### config.mk
export PLATFORM = sky130hd
export DESIGN_NAME = piso_serializer
export DESIGN_NICKNAME = d
export VERILOG_FILES = /design/src/rtl/piso_serializer.sv
export SDC_FILE = /design/constraint.sdc
export NUM_CORES = 1
export LEC_CHECK = 0
export BUFFER_PORTS_ARGS = -buffer_cell sky130_fd_sc_hd__buf_4
export CORE_AREA = 2 2 39 41
export DETAILED_ROUTE_END_ITERATION = 16
export DIE_AREA = 0 0 41 43
export GPL_ROUTABILITY_DRIVEN = 0
export GPL_TIMING_DRIVEN = 0
export PLACE_DENSITY = 0.8
export SLEW_MARGIN = 20
export SYNTH_ARGS = -nofsm -noshare
export SYNTH_HDL_FRONTEND = slang
export SYNTH_SLANG_ARGS = --single-unit
### constraint.sdc
create_clock -name clk -period 3.72 [get_ports clk]
set_clock_uncertainty 0.2 [all_clocks]
set_input_delay 0.558 -clock clk [delete_from_list [all_inputs] [get_ports clk]]
set_output_delay 0.558 -clock clk [all_outputs]
set_load 0.05 [all_outputs]
### src/rtl/piso_serializer.sv
// -----------------------------------------------------------------------------
// piso_serializer
//
// Parallel-in / serial-out feeder for the serial sequence detectors. A WIDTH-bit
// word is accepted through a valid/ready handshake and shifted out one bit per
// clock, MSB first when MSB_FIRST=1, LSB first otherwise. Consecutive words
// stream with no idle gap; between words sout holds IDLE_BIT.
//
// Ports:
//   clk          clock, all state changes on the rising edge
//   rstn         synchronous active-low reset
//   din          parallel word to serialize
//   din_valid    din holds a word to transfer
//   din_ready    block can accept a word this cycle (decoded from state only)
//   sout         serial bit (IDLE_BIT when not shifting)
//   sout_valid   sout carries a data bit
//   frame_start  high during the first bit of each word
//   busy         a word is currently being shifted out
// -----------------------------------------------------------------------------
module piso_serializer #(
   parameter int WIDTH     = 8,
   parameter bit MSB_FIRST = 1'b1,
   parameter bit IDLE_BIT  = 1'b0
) (
   input  logic             clk,
   input  logic             rstn,
   input  logic [WIDTH-1:0] din,
   input  logic             din_valid,
   output logic             din_ready,
   output logic             sout,
   output logic             sout_valid,
   output logic             frame_start,
   output logic             busy
);

   localparam int CNT_W = $clog2(WIDTH);
   localparam logic [CNT_W-1:0] LAST_CNT = CNT_W'(WIDTH - 1);

   typedef enum logic {
      IDLE  = 1'b0,
      SHIFT = 1'b1
   } state_t;

   state_t           state, state_nxt;
   logic [WIDTH-1:0] shreg, shreg_nxt;
   logic [CNT_W-1:0] cnt, cnt_nxt;
   logic             last_bit;
   logic             take;

   // Move the register one place toward the output end; the vacated bit is
   // filled with zero but is never driven onto sout.
   function automatic logic [WIDTH-1:0] shift_one(input logic [WIDTH-1:0] v);
      if (MSB_FIRST) begin
         return {v[WIDTH-2:0], 1'b0};
      end else begin
         return {1'b0, v[WIDTH-1:1]};
      end
   endfunction

   // The output end of the shift register holds the bit on the wire.
   function automatic logic out_bit(input logic [WIDTH-1:0] v);
      if (MSB_FIRST) begin
         return v[WIDTH-1];
      end else begin
         return v[0];
      end
   endfunction

   // Ready is a pure state decode so the source never sees a loop through
   // din_valid; the last-bit cycle reopens the handshake for gapless streaming.
   assign last_bit  = (state == SHIFT) && (cnt == LAST_CNT);
   assign din_ready = (state == IDLE) || last_bit;
   assign take      = din_valid && din_ready;

   always_comb begin
      state_nxt = state;
      shreg_nxt = shreg;
      cnt_nxt   = cnt;
      case (state)
         IDLE: begin
            if (take) begin
               shreg_nxt = din;
               cnt_nxt   = '0;
               state_nxt = SHIFT;
            end
         end
         SHIFT: begin
            if (!last_bit) begin
               shreg_nxt = shift_one(shreg);
               cnt_nxt   = cnt + CNT_W'(1);
            end else if (take) begin
               shreg_nxt = din;
               cnt_nxt   = '0;
            end else begin
               state_nxt = IDLE;
            end
         end
         default: begin
            state_nxt = IDLE;
         end
      endcase
   end

   always_ff @(posedge clk) begin
      if (!rstn) begin
         state <= IDLE;
         shreg <= '0;
         cnt   <= '0;
      end else begin
         state <= state_nxt;
         shreg <= shreg_nxt;
         cnt   <= cnt_nxt;
      end
   end

   // Outputs decode registered state only; din has no path to sout.
   assign sout        = (state == SHIFT) ? out_bit(shreg) : IDLE_BIT;
   assign sout_valid  = (state == SHIFT);
   assign busy        = (state == SHIFT);
   assign frame_start = (state == SHIFT) && (cnt == '0);

endmodule

==> results of run 1 <==
[flip-flops by register name, indices dropped and copies added (netlist names)]
name   count
busy       1
cnt        3
shreg      8
[synth_stat cells]
| master | number |
|---|---|
| dfxtp_1 | 12 |
| mux2i_1 | 8 |
| a21oi_1 | 7 |
| o21ai_0 | 6 |
| nand2_1 | 4 |
| ha_1 | 3 |
| nor2_1 | 3 |
| buf_4 | 2 |
| inv_1 | 2 |
| o21a_1 | 2 |
| a21boi_0 | 1 |
| a21boi_1 | 1 |
| and2_2 | 1 |
| buf_6 | 1 |
| clkbuf_1 | 1 |
| inv_2 | 1 |
| nand3b_1 | 1 |
| nor2b_4 | 1 |
| nor3_1 | 1 |
| o21ai_2 | 1 |
| or3_1 | 1 |
[cells in the final DEF, fill, tap and decap left out, types with 2 or more instances in the layout]
master	n
nor2_1	3
a21oi_1	7
ha_1	3
dfxtp_1	12
nand2_1	4
buf_4	17
o21ai_0	6
mux2i_1	8
o21a_1	2
inv_1	2
clkbuf_4	3
[worst reg2reg max path, cell delays in order (launching register included)]
cell,delay (ns)
dfxtp_1,0.33
ha_1,0.21
ha_1,0.21
nor2b_4,0.19
inv_2,0.11
buf_6,0.16
o21ai_2,0.10
a21oi_1,0.04
[where the power goes]
group / internal, mW / total (mW) / switching, mW / leakage (nW)
combinational: 0.0266 / 0.0596 / 0.0329 / 0.225
sequential: 0.137 / 0.142 / 0.00461 / 0.0991
clock: 0.0376 / 0.0802 / 0.0427 / 0.0138
total: 0.202 / 0.282 / 0.0802 / 0.338
[cells by family (layout without fill, tap and decap cells)]
| group | Yosys count | after routing | share of synthesized area |
|---|---|---|---|
| fa+ha+maj | 3 | 3 | 0.0659 |
| buf+inv | 7 | 25 | 0.0725 |
| flops | 12 | 12 | 0.422 |
| mux | 8 | 8 | 0.141 |
| simple gates | 12 | 12 | 0.116 |
| compound gates | 18 | 18 | 0.182 |
[stage by stage]
stage	instances	total power, mW
CTS	94	0.284
global route	94	0.299
global placement	91	0.203
detailed placement	91	0.205
finish	94	0.282
floorplan	60	0.185
[layout make-up]
class                   count  area, µm²
flip-flops and latches     12        240
well taps                  16       20.0
multi-input cells          41        288
plain buffers               4       30.0
repair buffers             15        113
inverters                   3       11.3
fillers                   138        659
clock buffers               3       22.5
[worst paths after layout]
check	to	cells after the start	startpoint	slack, ns
max reg2reg	shreg[7]	7	cnt[0]	2.08
min reg2reg	shreg[0]	2	shreg[0]	0.30
max	din_ready	6	cnt[0]	1.31
min	shreg[0]	2	shreg[0]	0.30
[metal layers]
metal,vias to the layer above,track usage,routed length (µm)
met3,5,0.0314,67
met5,-,0,0
met1,233,0.178,481
li1,245,-,-
met4,0,0.120,44
met2,14,0.194,456
==> results.toml, run 1 <==
[run_status]
status = "complete, no violations"

[logic_synthesis]
ys_seq_area_frac = 0.422
synth_largest_area_cell = "dfxtp_1"
syn_nets = 74
syn_area_um2 = 569
synth_cell_types = 21
netlist.area_leader.share = 0.422
yosysWarnings = 0
synthCells = 60
synth_area_leaders = "dfxtp_1 (42%), mux2i_1 (14%), ha_1 (6.6%)"
synth-seq-cells = 12
avgSynthCellArea_um2 = 9.49

[route]
vias = 497
wl_per_cell_um = 11.2
viasPerCell = 5.29
dr.first_iter.drc_count = 5
drtAntennaViolNets = 0
drc_errors = 0
firstDrtPassIters = 3
wirelength_um = 1050

[setup_path]
crit_buf_inv = 3
worst_setup_path_start_kind = "flop"
cpMostUsedCell = "ha_1"
critPathArrivalTime_ns = 1.65
cpPeakStageDelay_ns = 0.33
critical_path_class = "reg2out"
path_cells = "ha_1, ha_1, nor2b_4, inv_2, buf_6, buf_4"
critPathRequiredTime_ns = 2.96
end_kind = "output pin"
crit_family = "buffers and inverters"
slowest_stage = "dfxtp_1"
cp_max_fo = 10

[floorplanning]
rows = 14
num_io_pins = 16
start_util = 0.411
die_w_um = 41
coreArea_mm2 = 0.00138
die_area_mm2 = 0.00176
die_h_um = 43

[global_route]
grtUsageTotal = 0.142
grt_pass1_wl_um = 1660
grt_pass1_vias = 399
gr-total-overflow = 0
grt_max_degree = 11
antenna_found_initial = 0

[clocking]
clk_latency_ns = 0.27
path_clk_slew_ns = 0.07
cts_resized = 0
root_buffer = "clkbuf_4"
numCtsBuffers = 3
ctsHtreeMaxLevel = 1
cts_tree = "built"
post_cts_buffers = 0
clock_path_buffers = 2
ctsHoldBuffers = 0
cts_sinks = 12

[timing]
setup_viol = 0
finalCritPeriodShare = 0.648
worstMarginPinSlew_ns = 0.373
slew_headroom = 0.751
setup-tns-final_ns = 0
period_needed_ns = 2.41
hold_viol = 0
slew_violations = 0
clock.fmax_mhz = 415
hold_slack_ns = 0.305
rsz0062_at_grt = "false"
setup_slack_ns = 1.31

[finish]
drive_above_1_share = 0.321
diodes = 0
layout.nets = 94
post-route-util = 0.524
syn_to_final_growth_pct = 27.3
final_area_um2 = 724

[pwr]
ir_drop_v = 0.000183
power.density_mw_per_mm2 = 389
power.leakage_nw = 0.338

[min_path]
hp-class = "reg2reg"

[place]
pre_cts_ws_ns = 1.61
place_area_um2 = 702
hpwl_um = 782
io_buffers = 15

[flow_run]
drv_cap = 0
Power figures use the tool's default switching activity.
==> run 2: changes to the inputs <==
- CORE_AREA: 2 2 39 41 -> default
- CORE_UTILIZATION: default -> 43
- DIE_AREA: 0 0 41 43 -> default
- PLACE_DENSITY: 0.8 -> 0.82
- clock period: 3.72 -> 2.1 ns (I/O delays scaled with it)
==> run 2 against run 1 <==
Die area decreased by 16%. Count of clock-buffer cells in the layout unchanged. Sequential cell count unchanged. Final area increased by 1.6%. Routed wire length increased by 1.0%. Non-clock buffer count increased by 1. Combinational power increased by 83%. Sequential share of layout area decreased by 0.51 points.
==> results.toml, run 2 (synthesized netlist as in run 1, its figures left out) <==
[global_route]
grt_max_degree = 11
grtUsageTotal = 0.189
grt_pass1_vias = 465
gr-total-overflow = 0
antenna_found_initial = 0
grt_pass1_wl_um = 1880

[finish]
mostFrequentLayoutCell = "buf_4"
final_cell_mix = "buf_4 (17), dfxtp_1 (12), mux2i_1 (8)"
final_area_um2 = 736
diodes = 0
largest-register = "shreg"
n_fill_cell = 111
syn_to_final_growth_pct = 29.2
post-route-util = 0.628
drive_above_1_share = 0.329
layout.nets = 95
largest_reg_flops = 8

[timing]
hold_slack_ns = 0.115
rsz0062_at_grt = "false"
setup_slack_ns = 0.0771
setup_viol = 0
hold_viol = 0
period_needed_ns = 2.02
clock.fmax_mhz = 494
slew_headroom = 0.761
finalCritPeriodShare = 0.963
worstMarginPinSlew_ns = 0.358
setup-tns-final_ns = 0
slew_violations = 0

[clocking]
ctsHtreeMaxLevel = 1
path_clk_slew_ns = 0.06
numCtsBuffers = 3
cts_tree = "built"
clk_latency_ns = 0.26
cts_sinks = 12
root_buffer = "clkbuf_4"
ctsHoldBuffers = 0
clock_path_buffers = 2

[setup_path]
end_kind = "output pin"
critical_path_class = "reg2out"
cp_max_fo = 10
critPathArrivalTime_ns = 1.51
worst_setup_path_start_kind = "flop"
r2r_slack_ns = 0.48
critPathRequiredTime_ns = 1.58

[floorplanning]
coreArea_mm2 = 0.00117
rows = 12
die_h_um = 38.4
num_io_pins = 16
die_w_um = 38.4
die_area_mm2 = 0.00147
start_util = 0.486

[place]
hpwl_um = 765
place_area_um2 = 699
pre_cts_ws_ns = 0.228
io_buffers = 15

[route]
wirelength_um = 1060
drc_errors = 0
vias = 463
wl_per_cell_um = 11.4
dr.first_iter.drc_count = 4
drtAntennaViolNets = 0
firstDrtPassIters = 4
viasPerCell = 4.98

[min_path]
hp-class = "in2reg"

[run_status]
status = "complete, no violations"

[flow_run]
drv_cap = 0

[pwr]
ir_drop_v = 0.000484
power.leakage_nw = 0.345
power.density_mw_per_mm2 = 671
[run 2: changes by cell type in the layout (fill, tap and decap cells not counted)]
| cell | previous run | this run |
|---|---|---|
| buf_6 | 1 | 2 |
| inv_4 | 0 | 1 |
| inv_2 | 1 | 0 |
[run 2: layout make-up]
class	instances	area (µm²)	share of cell area
buffer	4	30.0	0.0408
clock buffer	3	22.5	0.0306
inverter	3	13.8	0.0187
multi-input combinational	41	288	0.391
sequential	12	240	0.327
tap	14	17.5	0.0238
timing repair buffer	16	124	0.168
[run 2: where the power goes]
part           switching, mW  internal [mW]
Sequential           0.00903          0.243
Combinational         0.0594         0.0499
Clock                 0.0661         0.0662
[run 2: worst paths after layout]
check,end,startpoint,cells after the start
hold reg to reg,shreg[0],shreg[0],2
setup reg to reg,cnt[1],cnt[0],6
hold / removal,cnt[1],rstn,2
setup / recovery,din_ready,cnt[0],6
[run 2: metrics by stage]
stage | std cells | power (mW)
floorplan | 60 | 0.328
global placement | 89 | 0.360
detailed placement | 89 | 0.364
CTS | 93 | 0.501
global route | 93 | 0.525
finish | 93 | 0.494
[run 2: worst max-delay path, stage by stage (launching register included)]
cell and delay (ns):
dfxtp_1 0.32, ha_1 0.20, ha_1 0.21, nor2b_4 0.15, inv_4 0.07, buf_6 0.14
buf_6 0.15
[run 2: repair_timing]
action                                  in CTS  in global routing
setup buffers                                1                  0
endpoints found under the hold margin        0                  0
endpoints found under the setup margin       1                  1
resized for setup                            0                  2
[run 2: per-layer routing]
| layer | track usage | vias up | share of wire | wire, µm |
|---|---|---|---|---|
| met5 | 0 | - | 0 | 0 |
| met4 | 0.0517 | 0 | 0 | 0 |
| li1 | - | 245 | - | - |
| met2 | 0.326 | 14 | 0.50 | 532 |
| met3 | 0.0872 | 0 | 0.068 | 72 |
| met1 | 0.207 | 204 | 0.43 | 455 |
